## config.mk

```make
export PLATFORM = sky130hd
export DESIGN_NAME = bsg_gateway_nbf_streamer
export DESIGN_NICKNAME = d
export VERILOG_FILES = /design/src/rtl/bsg_gateway_nbf_streamer.sv
export SDC_FILE = /design/constraint.sdc
export NUM_CORES = 1
export LEC_CHECK = 0
export CAP_MARGIN = 15
export CORE_MARGIN = 3
export CORE_UTILIZATION = 30
export CTS_BUF_LIST = sky130_fd_sc_hd__clkbuf_4
export DETAILED_ROUTE_END_ITERATION = 8
export DONT_BUFFER_PORTS = 1
export HOLD_SLACK_MARGIN = 0.15
export PLACE_DENSITY_LB_ADDON = 0.12
export SETUP_SLACK_MARGIN = 0.02
export SYNTH_ARGS = -nofsm -noshare
export SYNTH_HDL_FRONTEND = slang
export SYNTH_SLANG_ARGS = --single-unit
export TNS_END_PERCENT = 30
```

## constraint.sdc

```tcl
create_clock -name blackparrot_clk -period 4.1 [get_ports blackparrot_clk]
set_clock_uncertainty 0.1 [all_clocks]
set_input_delay 0.82 -clock blackparrot_clk [delete_from_list [all_inputs] [get_ports blackparrot_clk]]
set_output_delay 0.82 -clock blackparrot_clk [all_outputs]
set_load 0.02 [all_outputs]
```

## src/rtl/bsg_gateway_nbf_streamer.sv

```systemverilog
// Gateway-side NBF loader: turns write records into single-beat I/O write commands,
// tracks in-flight commands against a credit limit, and implements fence/finish records.
module bsg_gateway_nbf_streamer #(
  parameter int paddr_width_p     = 40,
  parameter int data_width_p      = 64,
  parameter int max_outstanding_p = 16,
  localparam int lg_outstanding_lp = $clog2(max_outstanding_p + 1),
  localparam int nbf_width_lp      = 8 + paddr_width_p + data_width_p
) (
  input  logic                         blackparrot_clk,
  input  logic                         blackparrot_reset,
  input  logic [nbf_width_lp-1:0]      nbf_i,
  input  logic                         nbf_v_i,
  output logic                         nbf_ready_o,
  output logic [paddr_width_p-1:0]     io_cmd_addr_o,
  output logic [data_width_p-1:0]      io_cmd_data_o,
  output logic [1:0]                   io_cmd_size_o,
  output logic                         io_cmd_v_o,
  input  logic                         io_cmd_ready_i,
  input  logic                         io_resp_v_i,
  output logic                         io_resp_yumi_o,
  output logic [lg_outstanding_lp-1:0] outstanding_o,
  output logic                         done_o,
  output logic                         error_o
);

  typedef enum logic [2:0] {
    READY  = 3'd0,
    SEND   = 3'd1,
    FENCE  = 3'd2,
    FINISH = 3'd3,
    DONE   = 3'd4
  } state_e;

  localparam logic [7:0] op_write4_lp = 8'h02;
  localparam logic [7:0] op_write8_lp = 8'h03;
  localparam logic [7:0] op_fence_lp  = 8'hFE;
  localparam logic [7:0] op_finish_lp = 8'hFF;

  state_e                         state_q;
  logic [paddr_width_p-1:0]       addr_q;
  logic [data_width_p-1:0]        data_q;
  logic [1:0]                     size_q;
  logic [lg_outstanding_lp-1:0]   count_q, count_d;
  logic                           error_q, error_d;

  logic [7:0]                     rec_op;
  logic [paddr_width_p-1:0]       rec_addr;
  logic [data_width_p-1:0]        rec_data;
  logic                           nbf_fire, cmd_fire, resp_fire;

  assign {rec_op, rec_addr, rec_data} = nbf_i;

  // Ready and yumi are gated by the raw reset so both read 0 the moment reset asserts.
  assign nbf_ready_o    = blackparrot_reset & (state_q == READY)
                        & (count_q < lg_outstanding_lp'(max_outstanding_p));
  assign io_resp_yumi_o = blackparrot_reset & io_resp_v_i;

  assign nbf_fire  = nbf_v_i & nbf_ready_o;
  assign cmd_fire  = (state_q == SEND) & io_cmd_ready_i;
  assign resp_fire = io_resp_yumi_o;

  // NOTE: every variable assigned in always_comb gets a default first, so no latch is inferred.
  always_comb begin
    count_d = count_q;
    error_d = error_q;
    if (cmd_fire && !resp_fire) begin
      count_d = count_q + 1'b1;
    end else if (resp_fire && !cmd_fire) begin
      if (count_q == '0) error_d = 1'b1;
      else               count_d = count_q - 1'b1;
    end
    if (nbf_fire && !(rec_op inside {op_write4_lp, op_write8_lp, op_fence_lp, op_finish_lp}))
      error_d = 1'b1;
  end

  // NOTE: sequential state uses non-blocking assignments only, so every register
  // samples the pre-edge values of the others.
  always_ff @(posedge blackparrot_clk or negedge blackparrot_reset) begin
    if (!blackparrot_reset) begin
      state_q <= READY;
      addr_q  <= '0;
      data_q  <= '0;
      size_q  <= '0;
      count_q <= '0;
      error_q <= 1'b0;
    end else begin
      count_q <= count_d;
      error_q <= error_d;
      unique case (state_q)
        READY: if (nbf_fire) begin
          unique case (rec_op)
            op_write4_lp, op_write8_lp: begin
              addr_q  <= rec_addr;
              data_q  <= rec_data;
              size_q  <= (rec_op == op_write4_lp) ? 2'd2 : 2'd3;
              state_q <= SEND;
            end
            op_fence_lp:  state_q <= FENCE;
            op_finish_lp: state_q <= FINISH;
            default:      state_q <= READY;
          endcase
        end
        SEND:   if (io_cmd_ready_i)  state_q <= READY;
        FENCE:  if (count_q == '0)   state_q <= READY;
        FINISH: if (count_q == '0)   state_q <= DONE;
        DONE:                        state_q <= DONE;
        default:                     state_q <= READY;
      endcase
    end
  end

  assign io_cmd_v_o    = (state_q == SEND);
  assign io_cmd_addr_o = addr_q;
  assign io_cmd_data_o = data_q;
  assign io_cmd_size_o = size_q;
  assign outstanding_o = count_q;
  assign done_o        = (state_q == DONE);
  assign error_o       = error_q;

endmodule

```

==> flow_metrics.py <==
metrics = {
    "outcome": {
        "status": "finished, final reports clean",
    },
    "routing": {
        "drt-initial-drc-count": 87,
        "vias": 2438,
        "routedWlPerCell_microns": 19.6,
        "antenna_left": 0,
        "first_pass_iters": 4,
        "drt-total-wl_microns": 10400,
        "viasPerCell": 4.58,
        "remaining_drc_errors": 0,
    },
    "sta": {
        "max_slew.worst_pin.slew_ns": 0.603,
        "fin_crit_sh_pct": 77.6,
        "slew_viol_final": 0,
        "finalSetupTns_ns": 0,
        "finalHoldViolations": 0,
        "rsz0062_at_grt": "no",
        "fmax_ghz": 0.314,
        "relSlewSlack_pct": 59.8,
        "fin_crit_ns": 3.18,
        "final-setup-viol-count": 0,
    },
    "cells_and_area": {
        "nNetsFinal": 431,
        "drive_gt1_share_pct": 43.8,
        "regArea_sq_um": 2880,
        "final_cells": 532,
        "final_cell_area_sq_um": 5240,
        "multiInputGateArea_sq_um": 1750,
        "syn2layout_area_growth_pct": 10.6,
        "fillers": 1490,
    },
    "synth": {
        "synth_top_area_share_pct": 60.8,
        "yosys-top-cells-area": "dfrtp_1 (61%), mux2_2 (16%), mux2_4 (12%)",
        "syn_nets": 420,
        "synth-seq-cells": 115,
        "synthDistinctLibCells": 33,
        "ys_seq_area_share_pct": 60.8,
        "syn_inst": 297,
        "yosys.area.top_type": "dfrtp_1",
        "yosys_warnings": 0,
        "async_reset_ff_share_pct": 100,
        "synth-edff-count": 0,
        "syn_area_sq_um": 4740,
        "ys.flop_type": "dfrtp_1",
        "syn_avg_cell_area_sq_um": 15.9,
    },
    "hold_path": {
        "hold-path-cell-count": 1,
        "hp-class": "in2reg",
        "hold_start": "nbf_i[21]",
        "hold_end": "io_cmd_data_o[21]",
    },
    "cts": {
        "cts_resized": 0,
        "cts_tree": "yes",
        "clk_pin_slew_ns": 0.11,
        "h-tree-depth": 4,
        "clk_latency_ns": 0.50,
        "root_buffer": "clkbuf_4",
        "numCtsBuffers": 17,
        "cts.sinks": 115,
        "cts_buffer_depth": 2,
    },
    "worst_setup_path": {
        "reg2reg_setup_slack_ns": 0.92,
        "crit_slowest_cell": "nor2b_1",
        "cp.arrival_ns": 3.48,
        "path_max_fanout": 5,
        "criticalPathCategory": "reg2reg",
        "r2r_cells": 11,
        "critPathMaxStageDelay_ns": 0.47,
        "r2r_end": "outstanding_o[4]",
        "worstPathCellList": "nor2b_1 -> nor2b_1 -> nand2_1 -> inv_1 -> ha_1 -> inv_1 -> ha_1 -> nand2b_1 -> a21o_1 -> a221o_1 -> a311o_1",
        "cp-start-kind": "flip-flop",
        "timing.rr.start": "state_q[2]",
        "crit_path_end_kind": "flip-flop",
        "required_ns": 4.39,
    },
    "floorplan": {
        "io_pins": 233,
        "die_y_microns": 132,
        "num_rows": 45,
        "coreArea_sq_um": 15300,
        "initial_core_util_pct": 30.9,
        "die_area_sq_um": 17300,
        "dieWidth_microns": 132,
    },
    "grt": {
        "antenna_found_initial": 3,
        "grt_pass1_vias": 2752,
        "grt_first_pass_wirelength_microns": 16100,
        "grt_overflow": 0,
        "grt_max_degree": 116,
        "gr-usage-all-layers_pct": 12.2,
    },
    "pwr": {
        "vdd_drop_max_uv": 210,
        "finalPower_mw": 2.31,
        "p_leak_nw": 2.76,
        "power.density_nw_per_um2": 441,
    },
    "placement": {
        "dp.cells": 498,
        "place_area_sq_um": 4940,
        "gp_congestion": 0.736,
        "dp_hpwl_microns": 7170,
        "io_buffers": 0,
    },
    "job": {
        "max_cap_violations": 0,
    },
}
==> cells by family (layout without fill, tap and decap cells) <==
family	count (synthesis)	count (layout)	synth area share (%)
flops	115	115	60.8
buf+inv	19	42	2.48
other cells	0	1	0
simple gates	33	33	4.15
xor+xnor	3	3	0.555
compound gates	16	16	2.25
fa+ha+maj	6	6	1.74
mux	105	105	28.1
==> worst max-delay path: cells and delay by family (launching register included) <==
family / cells / cell delay (ns)
AND/OR/NAND/NOR: 4 / 0.91
AO/OA/AOI/OAI: 3 / 0.81
adder cells (fa/ha/maj): 2 / 0.62
flip-flops: 1 / 0.43
buffers and inverters: 2 / 0.22
==> what timing repair did <==
action / in CTS / in global routing
hold endpoints to repair: 115 / 0
hold buffers: 2 / 0
buffers inserted: 0 / 0
==> cells in the final DEF (no fill, tap or decap), drive strengths merged, types with 2 or more instances in the layout <==
cell	synthesis	layout
clkinvlp	0	2
ha	5	5
dfrtp	115	115
nor4	3	3
o21ai	6	6
a21o	2	2
bufinv	0	2
clkbuf	0	18
clkinv	0	9
or4	2	2
nand3	2	2
inv	7	7
nand2	6	6
buf	12	3
mux2	105	105
a21oi	3	3
xor2	2	2
nand2b	3	3
nor2	8	8
nor2b	2	2
==> worst max path at each step <==
stage / slack (ns) / depth (start not counted) / end / from
after floorplan: 1.27 / 11 / outstanding_o[4] / state_q[2]
after global placement: 1.07 / 11 / outstanding_o[4] / state_q[2]
after detailed placement: 0.95 / 11 / outstanding_o[4] / state_q[2]
after CTS: 0.94 / 11 / outstanding_o[4] / state_q[2]
after global routing: 0.79 / 11 / outstanding_o[4] / state_q[0]
final: 0.92 / 11 / outstanding_o[4] / state_q[2]
==> layout make-up <==
type | instances | area share (%)
Clock buffer | 18 | 2.58
Tap cell | 211 | 5.04
Antenna cell | 1 | 0.0478
Clock inverter | 13 | 2.27
Inverter | 7 | 0.502
Multi-Input combinational cell | 163 | 33.4
Sequential cell | 115 | 54.9
Timing Repair Buffer | 4 | 1.24
==> power by group <==
part | internal [mW] | leakage [nW] | total [mW] | switching, mW
Clock | 0.353 | 0.137 | 0.774 | 0.421
Combinational | 0.106 | 1.04 | 0.234 | 0.127
Sequential | 1.18 | 1.59 | 1.30 | 0.119
==> synthesized netlist by cell type, types with 2 or more instances <==
master	number
a21o_1	2
a21oi_1	3
buf_2	7
buf_6	5
dfrtp_1	115
ha_1	5
inv_1	7
mux2_2	66
mux2_4	39
nand2_1	6
nand2b_1	3
nand3_1	2
nor2_1	8
nor2b_1	2
nor4_1	2
o21ai_0	6
or4_1	2
xor2_1	2
==> per-layer routing <==
layer	share of wire [%]	vias to the layer above	GRT usage, %
met5	0.12	-	0
met4	1.3	2	4.84
met3	10	13	6.89
met2	51	129	20.1
met1	37	1227	12.8
li1	-	1067	-
==> state kept, by name (all words and copies together), names as in the netlist <==
name / flops
io_cmd_data_o: 64
io_cmd_addr_o: 40
outstanding_o: 5
state_q: 3
io_cmd_size_o: 2
error_o: 1
==> stage by stage <==
| stage | utilization (%) | hold WS, ns | setup WS, ns |
|---|---|---|---|
| after global routing | 34.2 | 0.251 | 0.794 |
| after global placement | 32.3 | 0.378 | 1.07 |
| after detailed placement | 32.3 | 0.397 | 0.954 |
| final | 34.2 | 0.356 | 0.918 |
| after CTS | 34.2 | 0.276 | 0.940 |
| after floorplan | - | 0.364 | 1.27 |
Note: power is estimated with default switching activity, not from simulation.
